### src/rtl/stream_mux_rr_if.sv
// Stream bundle for stream_mux_rr: NCH producer channels in, one consumer out.
// The master side is the surrounding system; the slave side is the mux.
interface stream_mux_rr_if #(
    parameter int WIDTH = 4,
    parameter int NCH   = 4
);
    localparam int SELW = $clog2(NCH);

    logic [NCH*WIDTH-1:0] in_data;
    logic [NCH-1:0]       in_valid;
    logic [NCH-1:0]       in_ready;
    logic [WIDTH-1:0]     out_data;
    logic [SELW-1:0]      out_ch;
    logic                 out_valid;
    logic                 out_ready;

    modport master (
        output in_data, in_valid, out_ready,
        input  in_ready, out_data, out_ch, out_valid
    );

    modport slave (
        input  in_data, in_valid, out_ready,
        output in_ready, out_data, out_ch, out_valid
    );
endinterface

### src/rtl/stream_mux_rr.sv
// N-channel stream mux with fixed-select or round-robin grant, one output
// register stage and full valid/ready back-pressure.
module stream_mux_rr_lane #(
    parameter int WIDTH = 4,
    parameter int SELW  = 2,
    parameter int LANE  = 0
) (
    input  logic             load_en,
    input  logic             gnt_vld,
    input  logic [SELW-1:0]  gnt,
    input  logic [WIDTH-1:0] data,
    output logic             ready,
    output logic [WIDTH-1:0] data_gated
);
    assign ready      = load_en && gnt_vld && (gnt == SELW'(LANE));
    assign data_gated = ready ? data : '0;
endmodule

module stream_mux_rr #(
    parameter  int WIDTH = 4,
    parameter  int NCH   = 4,
    localparam int SELW  = $clog2(NCH)
) (
    input  logic            clk,
    input  logic            rst_n,
    stream_mux_rr_if.slave  bus,
    input  logic            mode,
    input  logic [SELW-1:0] sel
);
    localparam int SELN = 1 << SELW;

    typedef struct packed {
        logic [WIDTH-1:0] data;
        logic [SELW-1:0]  ch;
    } beat_t;

    beat_t                      out_q;
    logic                       out_valid_q;
    logic [SELW-1:0]            ptr;

    logic                       load_en;
    logic [SELN-1:0]            vld_pad;
    logic                       fx_vld;
    logic                       rr_vld;
    logic [SELW-1:0]            rr_gnt;
    logic                       gnt_vld;
    logic [SELW-1:0]            gnt;
    logic [NCH-1:0]             ready;
    logic [NCH-1:0][WIDTH-1:0]  lane_data;
    logic [WIDTH-1:0]           mux_data;
    logic                       transfer;
    int                         idx;

    // rst_n gates load_en so no producer sees ready while reset is held.
    assign load_en = rst_n && (!out_valid_q || bus.out_ready);

    // Padding to the full select range makes out-of-range sel read as invalid.
    assign vld_pad = SELN'(bus.in_valid);
    assign fx_vld  = vld_pad[sel];

    always_comb begin
        rr_vld = 1'b0;
        rr_gnt = '0;
        idx    = 0;
        for (int off = 0; off < NCH; off++) begin
            idx = int'(ptr) + off;
            if (idx >= NCH) idx = idx - NCH;
            if (!rr_vld && vld_pad[SELW'(idx)]) begin
                rr_vld = 1'b1;
                rr_gnt = SELW'(idx);
            end
        end
    end

    assign gnt_vld = mode ? rr_vld : fx_vld;
    assign gnt     = mode ? rr_gnt : sel;

    for (genvar k = 0; k < NCH; k++) begin : g_lane
        stream_mux_rr_lane #(
            .WIDTH (WIDTH),
            .SELW  (SELW),
            .LANE  (k)
        ) u_lane (
            .load_en    (load_en),
            .gnt_vld    (gnt_vld),
            .gnt        (gnt),
            .data       (bus.in_data[k*WIDTH +: WIDTH]),
            .ready      (ready[k]),
            .data_gated (lane_data[k])
        );
    end

    // At most one lane is ready, so an OR tree is the data mux.
    always_comb begin
        mux_data = '0;
        for (int k = 0; k < NCH; k++) mux_data = mux_data | lane_data[k];
    end

    assign transfer     = |ready;
    assign bus.in_ready = ready;

    always_ff @(posedge clk or negedge rst_n) begin
        if (!rst_n) begin
            out_q       <= '0;
            out_valid_q <= 1'b0;
            ptr         <= '0;
        end else begin
            if (load_en) begin
                out_valid_q <= transfer;
                if (transfer) out_q <= '{data: mux_data, ch: gnt};
            end
            if (transfer && mode)
                ptr <= (gnt == SELW'(NCH-1)) ? '0 : gnt + 1'b1;
        end
    end

    assign bus.out_data  = out_q.data;
    assign bus.out_ch    = out_q.ch;
    assign bus.out_valid = out_valid_q;
endmodule
### src/flat_wrapper.sv
// flat-port wrapper written by rule: the top's interface ports become plain ports
module stream_mux_rr_flat 
#(
    parameter  int WIDTH = 4,
    parameter  int NCH   = 4,
    localparam int SELW  = $clog2(NCH)
)
  (clk, rst_n, mode, sel, bus_in_data, bus_in_valid, bus_out_ready, bus_in_ready, bus_out_data, bus_out_ch, bus_out_valid);
  stream_mux_rr_if #(.WIDTH(WIDTH), .NCH(NCH)) bus_i ();
  input  logic clk;
  input  logic rst_n;
  input  logic mode;
  input  logic [SELW-1:0] sel;
  input wire logic [$bits(bus_i.in_data)-1:0] bus_in_data;
  input wire logic [$bits(bus_i.in_valid)-1:0] bus_in_valid;
  input wire logic [$bits(bus_i.out_ready)-1:0] bus_out_ready;
  output wire logic [$bits(bus_i.in_ready)-1:0] bus_in_ready;
  output wire logic [$bits(bus_i.out_data)-1:0] bus_out_data;
  output wire logic [$bits(bus_i.out_ch)-1:0] bus_out_ch;
  output wire logic [$bits(bus_i.out_valid)-1:0] bus_out_valid;
  assign bus_i.in_data = bus_in_data;
  assign bus_i.in_valid = bus_in_valid;
  assign bus_i.out_ready = bus_out_ready;
  assign bus_in_ready = bus_i.in_ready;
  assign bus_out_data = bus_i.out_data;
  assign bus_out_ch = bus_i.out_ch;
  assign bus_out_valid = bus_i.out_valid;
  stream_mux_rr #(.WIDTH(WIDTH), .NCH(NCH)) u_core (.clk(clk), .rst_n(rst_n), .bus(bus_i), .mode(mode), .sel(sel));
endmodule
### config.mk
export PLATFORM = sky130hd
export DESIGN_NAME = stream_mux_rr_flat
export DESIGN_NICKNAME = d
export VERILOG_FILES = /design/src/rtl/stream_mux_rr_if.sv /design/src/rtl/stream_mux_rr.sv /design/src/flat_wrapper.sv
export SDC_FILE = /design/constraint.sdc
export NUM_CORES = 1
export LEC_CHECK = 0
export BUFFER_PORTS_ARGS = -buffer_cell sky130_fd_sc_hd__buf_2
export CAP_MARGIN = 20
export CORE_MARGIN = 2
export CORE_UTILIZATION = 30
export CTS_BUF_LIST = sky130_fd_sc_hd__clkbuf_8
export CTS_CLUSTER_SIZE = 8
export DETAILED_ROUTE_END_ITERATION = 8
export SYNTH_ARGS = -nofsm -noshare
export SYNTH_HDL_FRONTEND = slang
export SYNTH_SLANG_ARGS = --single-unit
### constraint.sdc
create_clock -name clk -period 3.24 [get_ports clk]
set_clock_uncertainty 0.15 [all_clocks]
set_input_delay 0.486 -clock clk [delete_from_list [all_inputs] [get_ports clk]]
set_output_delay 0.486 -clock clk [all_outputs]
set_load 0.01 [all_outputs]
==> After elaboration in Yosys (flattened, before gate mapping) <==
Index checks and enable logic that the tools add are counted.
{ "totals": {"wordCells": 78, "inputBits": 26, "ff_bits": 9} }
{ "op_classes": {"n_lt_le_gt_ge": 9, "n_reduce_logical": 18, "add_sub_neg": 8, "n_mux": 33, "n_eq_ne": 3, "bitwise": 3} }
{ "ops": {"columns": ["operator", "n"], "rows": [
  ["$mux W2", 10],
  ["$lt A2 B4 Y1 const B", 4],
  ["$mux W4", 4],
  ["$mux W1", 14],
  ["$or A4 B4 Y4", 3],
  ["$bmux W1 S2", 5],
  ["$logic_and A1 B1 Y1", 10],
  ["$ge A3 B3 Y1 const B", 3],
  ["$sub A2 B1 Y2 const B", 4],
  ["$add A2 B2 Y3 const B", 2],
  ["$eq A2 B2 Y1 const B", 2],
  ["$logic_not A1 Y1", 4],
  ["$reduce_or A4 Y1", 1],
  ["$add A2 B1 Y3 const B", 1],
  ["$ge A2 B3 Y1 const B", 1],
  ["$lt A2 B3 Y1 const B", 1],
  ["$add A2 B1 Y2 const B", 1],
  ["$eq A2 B1 Y1 const B", 1],
  ["$logic_not A2 Y1", 1],
  ["$reduce_and A2 Y1", 1],
  ["$logic_or A1 B1 Y1", 1]
]} }

==> Logic depth before layout (Yosys ltp) <==
Gate-level depths: netlist of the first run.
{ "depth": {"ltp_word": 22, "ltp_mapped": 8} }

==> By module <==
A second synthesis of the first run with hierarchy kept.
{ "hier_totals": {"cells_unflattened": 71, "hier_area_um2": 701.9} }
{ "modules_own_cells": {"columns": ["module", "cells_per_inst", "area_each_um2", "instances"], "rows": [
  ["stream_mux_rr", 51, 540.5, 1],
  ["stream_mux_rr_lane (u_core.g_lane[1].u_lane ...)", 5, 41.3, 2],
  ["stream_mux_rr_lane (u_core.g_lane[0].u_lane)", 5, 42.5, 1],
  ["stream_mux_rr_lane (u_core.g_lane[3].u_lane)", 5, 36.3, 1]
]} }

==> Worst setup path after synthesis of the first run <==
No wires, ideal clock.
{ "synth_timing": {"path_type": "input to output", "start": "input bus_in_valid[0]", "end": "output bus_in_ready[1]", "t_required_ns": 2.604, "path_stages": 7, "arrival_ns": 1.737, "setup_slack_ns": 0.867, "path_cell_list": "and2b_1 o311a_1 o211ai_1 and2_1 ha_1 and2_1 buf_4"} }
{ "synth_between": {"elab_chain_cells": 16, "word_cells_on_any_way": 33, "classes_between": "eq/ne: 1; mux: 24; reduce/logical: 8"} }
{ "synth_rtl": {"columns": ["item", "line_no", "source"], "rows": [
  ["start: declaration", "flat_wrapper.sv:15", "input wire logic [$bits(bus_i.in_valid)-1:0] bus_in_valid;"],
  ["$bmux W1 S2", "stream_mux_rr.sv:68", "if (!rr_vld && vld_pad[SELW'(idx)]) begin"],
  ["$mux W1 (implied by the code) (2 in a row)", "stream_mux_rr.sv:68", null],
  ["$mux W1", "stream_mux_rr.sv:68", null],
  ["$logic_not A1 Y1", "stream_mux_rr.sv:68", null],
  ["$logic_and A1 B1 Y1", "stream_mux_rr.sv:68", null],
  ["$mux W1", "stream_mux_rr.sv:68", null],
  ["$logic_not A1 Y1", "stream_mux_rr.sv:68", null],
  ["$logic_and A1 B1 Y1", "stream_mux_rr.sv:68", null],
  ["$mux W1", "stream_mux_rr.sv:68", null],
  ["$logic_not A1 Y1", "stream_mux_rr.sv:68", null],
  ["$logic_and A1 B1 Y1", "stream_mux_rr.sv:68", null],
  ["$mux W2 / $mux W1 (equally long branches)", "stream_mux_rr.sv:68", null],
  ["$mux W2 / $mux W1 (equally long branches)", "stream_mux_rr.sv:76, stream_mux_rr.sv:75", null],
  ["$eq A2 B1 Y1 / $logic_and A1 B1 Y1 (equally long branches)", "stream_mux_rr.sv:15", "assign ready = load_en && gnt_vld && (gnt == SELW'(LANE));"],
  ["$logic_and A1 B1 Y1 *", "stream_mux_rr.sv:15", null],
  ["end: declaration", "flat_wrapper.sv:17", "output wire logic [$bits(bus_i.in_ready)-1:0] bus_in_ready;"]
]} }
Mark *: on every way between the ends. The rest lies on a longest branch, timed or not. The select of a mux whose other input is x is not followed.

==> Final worst setup path of the first run <==
{ "layout_timing": {"start": "input rst_n", "end": "output bus_in_ready[2]"} }
{ "layout_between": {"elab_chain_cells": 3} }
{ "layout_rtl": {"columns": ["item", "line_no", "source"], "rows": [
  ["start: declaration", "flat_wrapper.sv:11", "input logic rst_n;"],
  ["$logic_and A1 B1 Y1", "stream_mux_rr.sv:55", "assign load_en = rst_n && (!out_valid_q || bus.out_ready);"],
  ["$logic_and A1 B1 Y1 (2 in a row)", "stream_mux_rr.sv:15", null]
]} }
No other way between the ends.

==> out/results.txt, run 1 <==
Hold slack final: 357 ps
RSZ-0062 raised after global routing: false
Critical Path RT: 2600 ps
CP max-delay cell: dlygate4sd3_1
Global-route wire length before repair: 3.06 mm
Status: finished clean
Most Frequent Cell on Critical Path: buf_2
Die area: 0.00311 mm²
Pre-Repair DR Iteration Count: 4
Detailed-route via count: 713
Largest net degree at the start of global routing: 12
Die height: 55.7 µm
All-Layer GR Usage: 12.4%
Gpl congestion: 0.863
Max-slew violation count: 0
Initial core utilization: 32.1%
Worst-Skew Late Latency: 240 ps
Setup TNS: 0 ps
Logic pwr share: 46.1%
Top_reg_cell synth: dfrtp_1
Final total power: 0.000626 W
Port Buffer Count: 36
Final Core Density: 41.4%
Post_cts resized: 0
Clock Power Share: 21.3%
Crit Path Class: input pin to output port
VDD IR max: 0.000535 V
Top-Level Pins: 37
Critical path peak fanout: 11
DR vias/cell: 4.95
Sequential area share after synthesis: 28.0%
Area added between synthesis and finish: 29.0%
Period minus WS final: 2880 ps
Setup crit end kind: output port
Layout cells sized above 1: 46.5%
CP delay by family, top: buffers and inverters
Clock tree buffer depth: 2
CTS clk-pin slew, worst paths: 50 ps
Hold Path Class: flip-flop to flip-flop
Post-Syn Area: 803 µm²
First DRT Iteration DRCs: 28
Most frequent cells in the layout: buf_2 (36), dfrtp_1 (9), a22oi_1 (8)
Commonest non-fill, non-tap cell in the layout: buf_2
Switching Power: 0.000224 W
Startpoint types: input pin
Max_slew headroom: 63.4%
CTS sink count: 9
Post-synth EDFFs: 0
Yosys warns: 0
Die X-Extent: 55.7 µm
# DRC: 0
Internal power: 0.000402 W
Placed Area: 980 µm²
Syn Nets: 108
Register share of total power: 32.7%
Routed Antenna Nets: 0
Syn Area/Cell: 10.3 µm²
Fin nets: 145
Detailed placement HPWL: 1.56 mm
Leak: 0.524 nW
Crit-path cells: dlygate4sd3_1 > buf_2 > o21ai_0 > a31oi_4 > and2_1 > buf_2
Final hold vios: 0
Number of synthesized register bits: 9
H-tree levels: 1
Post-synthesis cell count: 78
Fin crit share: 88.9%
Power Density: 604 mW/mm²
Sw Share: 35.8%
Fmax achieved: 347 MHz
Synth cell types: 34
Slew @ Worst Pin: 543 ps
Final Cell Area: 0.00104 mm²
Setup violators final: 0
Total global routing overflow: 0
CP peak stage delay: 520 ps
Initial antenna violation count: 0
ANT cells: 0
Number of CTS-inserted buffers: 3
Area of the core: 0.00250 mm²
Fraction of registers with async set/reset: 100%
Crit path arrival time: 2240 ps
DR WL/cell: 13.4 µm
CTS tree: done
Max Cap Viol: 0
Fillers: 237
Std cell rows: 18
Crit path buffers/inverters: 3
Detailed-route wire length: 1.93 mm
Vias in the first global route: 634
CTS root buf: clkbuf_8
==> worst reg2reg max path, cell delays in order, from the launching register on <==
cell and delay, ps:
dfrtp_1 450, nand2b_1 190, and3_1 190, o41ai_2 420, inv_1 130, ha_1 260, a22oi_1 210, nand2_1 110
mux2_4 260
==> sequential cells by signal, indices dropped and copies added, names as in the netlist <==
| name | cells |
|---|---|
| u_core.bus.out_valid | 1 |
| u_core.ptr | 2 |
| u_core.bus.out_data | 4 |
| u_core.bus.out_ch | 2 |
==> cells in the mapped netlist (2+ instances only) <==
master / count / area share, %
buf_4: 4 / 3.7
and2_1: 5 / 3.9
ha_1: 4 / 6.2
nand2_1: 7 / 3.3
o21ai_0: 2 / 1.2
mux2_2: 3 / 4.2
or2_2: 2 / 1.6
or3_1: 2 / 1.6
inv_1: 2 / 0.93
mux2i_1: 2 / 2.5
mux2_4: 4 / 7.5
dfrtp_1: 9 / 28
a22oi_1: 8 / 7.5
nand2b_1: 4 / 3.1
==> power groups by stage <==
stage	logic, W	registers [W]	clock network, W
final	0.000288	0.000204	0.000133
after global routing	0.000319	0.000212	0.000143
after CTS	0.000293	0.000204	0.000136
after detailed placement	0.000291	0.000206	0
after global placement	0.000285	0.000203	0
after floorplan	0.000182	0.000214	0
==> stage by stage <==
step,std cells,setup WS (ps)
2_1_floorplan,78,867
3_3_place_gp,139,578
3_5_place_dp,139,525
4_1_cts,144,310
5_1_grt,144,182
6_report,144,360
==> worst paths after layout <==
| path | from | endpoint | slack (ps) | cells after the start |
|---|---|---|---|---|
| min in group asynchronous | rst_n | u_core.bus.out_ch[0] | 490 | 2 |
| max | rst_n | bus_in_ready[2] | 360 | 6 |
| min reg2reg | u_core.bus.out_data[2] | u_core.bus.out_data[2] | 360 | 1 |
| max in group asynchronous | rst_n | u_core.bus.out_data[1] | 2260 | 2 |
| min | u_core.bus.out_data[2] | u_core.bus.out_data[2] | 360 | 1 |
| max reg2reg | u_core.ptr[1] | u_core.bus.out_data[1] | 750 | 8 |
==> cell type report <==
cell class	instances	area [µm²]	area share [%]
clock buffer	3	41.3	3.99
clock inverter	1	5.00	0.483
inverter	2	7.51	0.725
multi-input combinational	62	529	51.1
sequential	9	225	21.7
tap	30	37.5	3.62
timing repair buffer	37	190	18.4
==> metal layers <==
layer	vias to the layer above	part of all wire (%)	track usage, %	wire, µm
met5	-	0	0	0
met4	0	0.98	3.14	19
met3	4	11	5.35	209
met2	36	45	19.9	862
met1	312	43	15.2	838
li1	361	-	-	-
==> kinds of logic after synthesis <==
family / count (synthesis) / share of synthesized area (%)
adders and majority gates: 4 / 6.23
AOI/OAI and AO/OA: 20 / 23.7
and+or+nand+nor: 29 / 21.8
DFF: 9 / 28.0
buffers and inverters: 7 / 6.08
muxes: 9 / 14.2
==> repair_timing <==
action	4_1_cts	5_1_grt
hold buffers	1	0
hold endpoints to repair	9	0
buffers inserted	0	0
(Power assumes the default switching activity.)
==> run 2: changes to the inputs <==
--- a/config.mk
+++ b/config.mk
@@ -7,7 +7,7 @@
 export LEC_CHECK = 0
 export BUFFER_PORTS_ARGS = -buffer_cell sky130_fd_sc_hd__buf_2
 export CAP_MARGIN = 20
-export CORE_MARGIN = 2
+export CORE_MARGIN = 4
 export CORE_UTILIZATION = 30
 export CTS_BUF_LIST = sky130_fd_sc_hd__clkbuf_8
 export CTS_CLUSTER_SIZE = 8
==> run 2 against run 1 <==
  * Worst setup slack got worse by 27 ps
  * Via count up 3.8%
  * Die area rose by 15%
  * Critical path type unchanged
  * Largest power group unchanged
  * Largest cell class unchanged
==> out/results.txt, run 2 (synthesis gave the netlist of run 1 again) <==
Layout cells sized above 1: 45.6%
Crit path arrival time: 2270 ps
Initial core utilization: 31.8%
Status: finished clean
# hold bufs at CTS: 1
Most frequent cells in the layout: buf_2 (36), dfrtp_1 (9), a22oi_1 (8)
Met2 Usage GRT: 20.7%
First DRT Iteration DRCs: 38
DR vias/cell: 5.14
Detailed-route wire length: 2.06 mm
Area added between synthesis and finish: 28.8%
Commonest non-fill, non-tap cell in the layout: buf_2
Post_cts resized: 0
RSZ-0062 raised after global routing: false
Crit Path Class: input pin to output port
Clock tree buffer depth: 2
Port Buffer Count: 36
Final Core Density: 41.0%
Pre-Repair DR Iteration Count: 4
Die height: 59.7 µm
Total global routing overflow: 0
Hold slack final: 350 ps
Detailed placement HPWL: 1.65 mm
Startpoint types: input pin
# DRC: 0
Fmax achieved: 344 MHz
Initial antenna violation count: 0
VDD IR max: 0.000341 V
CTS sink count: 9
Period minus WS final: 2910 ps
CTS tree: done
Global-route wire length before repair: 3.27 mm
Largest net degree at the start of global routing: 12
Busiest layer in global routing: met2
Largest register FFs: 4
Std cell rows: 18
Routed Antenna Nets: 0
CTS root buf: clkbuf_8
Grt met3 use: 3.02%
Die area: 0.00357 mm²
Area taken by multi-input logic gates: 529 µm²
Power Density: 599 mW/mm²
Critical Path RT: 2600 ps
GR met1 Demand/Resource: 14.3%
Fin nets: 145
Setup crit end kind: output port
Max_slew headroom: 62.0%
Fin crit share: 89.7%
Max Cap Viol: 0
Top-Level Pins: 37
Gpl congestion: 0.854
CTS clk-pin slew, worst paths: 40 ps
Register area: 225 µm²
Setup violators final: 0
Vias in the first global route: 743
Number of CTS-inserted buffers: 3
All-Layer GR Usage: 12.2%
DR WL/cell: 14.3 µm
Fillers: 255
Leak: 0.525 nW
Slew @ Worst Pin: 564 ps
Area of the core: 0.00252 mm²
ANT cells: 0
Die X-Extent: 59.7 µm
Hold Path Class: flip-flop to flip-flop
Final hold vios: 0
Setup TNS: 0 ps
Max-slew violation count: 0
Post-CTS Setup Repair Bufs: 0
Worst-Skew Late Latency: 230 ps
H-tree levels: 1
Detailed-route via count: 740
Critical path peak fanout: 11
run 2: changes by cell type in the layout (fill, tap and decap cells not counted), sizes merged:
cell / before / now
clkinv: 1 / 0
inv: 2 / 3
run 2: routing by layer:
| metal | part of all wire (%) | wire length [µm] | vias to the layer above |
|---|---|---|---|
| met5 | 0 | 0 | - |
| met4 | 1.8 | 37 | 0 |
| met3 | 11 | 228 | 4 |
| met2 | 46 | 943 | 40 |
| met1 | 41 | 847 | 337 |
| li1 | - | - | 359 |
run 2: critical path: stages:
cell and delay, ps:
dlygate4sd3_1 510, buf_2 240, o21ai_0 270, a31oi_4 440, and2_1 190, buf_2 120
run 2: worst paths after layout:
| path | start | endpoint | slack, ps | cells past startpoint |
|---|---|---|---|---|
| min | u_core.bus.out_data[3] | u_core.bus.out_data[3] | 350 | 1 |
| max | rst_n | bus_in_ready[2] | 330 | 6 |
| min reg2reg | u_core.bus.out_data[3] | u_core.bus.out_data[3] | 350 | 1 |
| max reg2reg | u_core.ptr[1] | u_core.bus.out_data[2] | 790 | 8 |
| min in group asynchronous | rst_n | u_core.ptr[0] | 490 | 2 |
| max in group asynchronous | rst_n | u_core.bus.out_data[1] | 2260 | 2 |
run 2: area by class of cell:
type,count,share of cell area (%)
Clock inverter,1,0.363
Sequential cell,9,21.8
Clock buffer,3,3.99
Timing Repair Buffer,37,18.4
Tap cell,30,3.63
Inverter,2,0.726
Multi-Input combinational cell,62,51.1
run 2: where the power goes:
group / leakage (nW) / internal (W) / total [W] / switching [W]
clock: 0.0269 / 0.0000822 / 0.000124 / 0.0000415
sequential: 0.107 / 0.000162 / 0.000206 / 0.0000436
combinational: 0.392 / 0.000155 / 0.000290 / 0.000135
run 2: through the flow:
step | power [W] | cell area [µm²] | setup slack, ps | instances
floorplan | 0.000396 | 803 | 867 | 78
global placement | 0.000488 | 980 | 578 | 139
detailed placement | 0.000497 | 980 | 517 | 139
CTS | 0.000629 | 1030 | 298 | 144
global route | 0.000667 | 1030 | 179 | 144
finish | 0.000620 | 1030 | 334 | 144
==> run 3: changes to the inputs <==
--- a/config.mk
+++ b/config.mk
@@ -12,6 +12,8 @@
 export CTS_BUF_LIST = sky130_fd_sc_hd__clkbuf_8
 export CTS_CLUSTER_SIZE = 8
 export DETAILED_ROUTE_END_ITERATION = 8
+export MAX_ROUTING_LAYER = met4
+export RECOVER_POWER = 100
 export SYNTH_ARGS = -nofsm -noshare
 export SYNTH_HDL_FRONTEND = slang
 export SYNTH_SLANG_ARGS = --single-unit
==> run 3 against run 2 <==
  * Clock power is essentially flat
  * Sequential share of layout area grew 0.54 points
  * Sequential cell count is the same
  * Combinational power shrank 9.3%
  * Count of clock-buffer cells in the layout is the same
  * Via count shrank 0.14%
  * Die area is the same
  * Total power shrank 4.5%
  * First-iteration DRC count shrank 39%
  * Maximum frequency shrank 0.16%
  * Critical endpoint is now bus_in_ready[3]
==> out/results.txt, run 3 (synthesis gave the netlist of run 1 again) <==
All-Layer GR Usage: 12.6%
Setup violators final: 0
DR WL/cell: 14.3 µm
Total global routing overflow: 0
Detailed-route wire length: 2.06 mm
Power Density: 586 mW/mm²
Vias in the first global route: 743
Gpl congestion: 0.867
Worst-Skew Late Latency: 230 ps
Fmax achieved: 344 MHz
Setup TNS: 0 ps
Critical Path RT: 2600 ps
Die area: 0.00357 mm²
ANT cells: 0
Number of CTS-inserted buffers: 3
Fin crit share: 89.8%
Hold slack final: 337 ps
Area taken by multi-input logic gates: 518 µm²
Setup crit end kind: output port
Status: finished clean
Max_slew headroom: 62.0%
Hold Path Class: flip-flop to flip-flop
First DRT Iteration DRCs: 23
Layout cells sized above 1: 33.3%
Most frequent cells in the layout: buf_2 (25), clkbuf_1 (11), dfrtp_1 (9)
Crit Path Class: input pin to output port
Port Buffer Count: 36
Initial core utilization: 31.8%
Largest net degree at the start of global routing: 12
# hold bufs at CTS: 1
Startpoint types: input pin
Die height: 59.7 µm
Detailed-route via count: 739
CTS root buf: clkbuf_8
Pre-Repair DR Iteration Count: 4
VDD IR max: 0.000315 V
Register area: 225 µm²
Post_cts resized: 0
Placed Area: 980 µm²
Top-Level Pins: 37
DR vias/cell: 5.13
Clock tree buffer depth: 2
Leak: 0.479 nW
Final hold vios: 0
Commonest non-fill, non-tap cell in the layout: buf_2
CTS clk-pin slew, worst paths: 40 ps
CTS tree: done
Max-slew violation count: 0
Initial antenna violation count: 0
CTS sink count: 9
Slew @ Worst Pin: 564 ps
Std cell rows: 18
Final Cell Area: 0.00101 mm²
Layout Cells excl Fill: 144
Die X-Extent: 59.7 µm
Area added between synthesis and finish: 25.7%
Max Cap Viol: 0
Post-CTS Setup Repair Bufs: 0
Critical path peak fanout: 11
Area of the core: 0.00252 mm²
Fillers: 264
# DRC: 0
Global-route wire length before repair: 3.27 mm
Cells after DPL: 139
Worst Reg-to-Reg Cells: 8
Period minus WS final: 2910 ps
Fin nets: 145
Hold path depth: 1
Routed Antenna Nets: 0
Crit path arrival time: 2280 ps
RSZ-0062 raised after global routing: false
Largest register FFs: 4
H-tree levels: 1
Detailed placement HPWL: 1.65 mm
-- run 3: cell count changes in the layout (fill, tap and decap cells not counted) --
cell / delta
mux2_1: +3
mux2_4: -3
clkbuf_1: +11
buf_2: -11
-- run 3: metal layers --
| layer | track usage [%] | routed length [µm] | vias up |
|---|---|---|---|
| li1 | - | - | 360 |
| met1 | 14.5 | 873 | 335 |
| met2 | 20.7 | 939 | 40 |
| met3 | 2.81 | 206 | 4 |
| met4 | 5.70 | 37 | 0 |
| met5 | - | 0 | - |
-- run 3: final cells by class --
type / instances / area share [%]
multi-input cells: 62 / 51.3
flip-flops and latches: 9 / 22.3
repair buffers: 37 / 17.5
clock buffers: 3 / 4.09
well taps: 30 / 3.72
inverters: 2 / 0.743
clock inverters: 1 / 0.372
-- run 3: path summary, 6_finish.rpt --
| check | startpoint | endpoint | slack [ps] |
|---|---|---|---|
| setup / recovery | rst_n | bus_in_ready[3] | 330 |
| hold / removal | u_core.bus.out_data[1] | u_core.bus.out_data[1] | 340 |
| setup reg to reg | u_core.ptr[1] | u_core.bus.out_data[2] | 770 |
| hold reg to reg | u_core.bus.out_data[1] | u_core.bus.out_data[1] | 340 |
| max in group asynchronous | rst_n | u_core.bus.out_data[1] | 2260 |
| min in group asynchronous | rst_n | u_core.ptr[0] | 490 |
-- run 3: through the flow --
| step | setup WS (ps) | utilization (%) | power, W |
|---|---|---|---|
| 4_1_cts | 298 | 41.0 | 0.000629 |
| 3_3_place_gp | 578 | 38.8 | 0.000488 |
| 3_5_place_dp | 517 | 38.8 | 0.000497 |
| 5_1_grt | 171 | 40.0 | 0.000638 |
| 2_1_floorplan | 867 | - | 0.000396 |
| 6_report | 329 | 40.0 | 0.000592 |
-- run 3: worst max-delay path, cell delays in order --
cell,delay (ps)
dlygate4sd3_1,520
buf_2,240
o21ai_0,270
a31oi_4,420
and2_1,190
clkbuf_1,150
-- run 3: power by group --
group	switching (W)	total [W]	internal, W	leakage, nW
logic	0.000133	0.000263	0.000129	0.346
clock network	0.0000416	0.000124	0.0000822	0.0269
registers	0.0000430	0.000205	0.000162	0.107
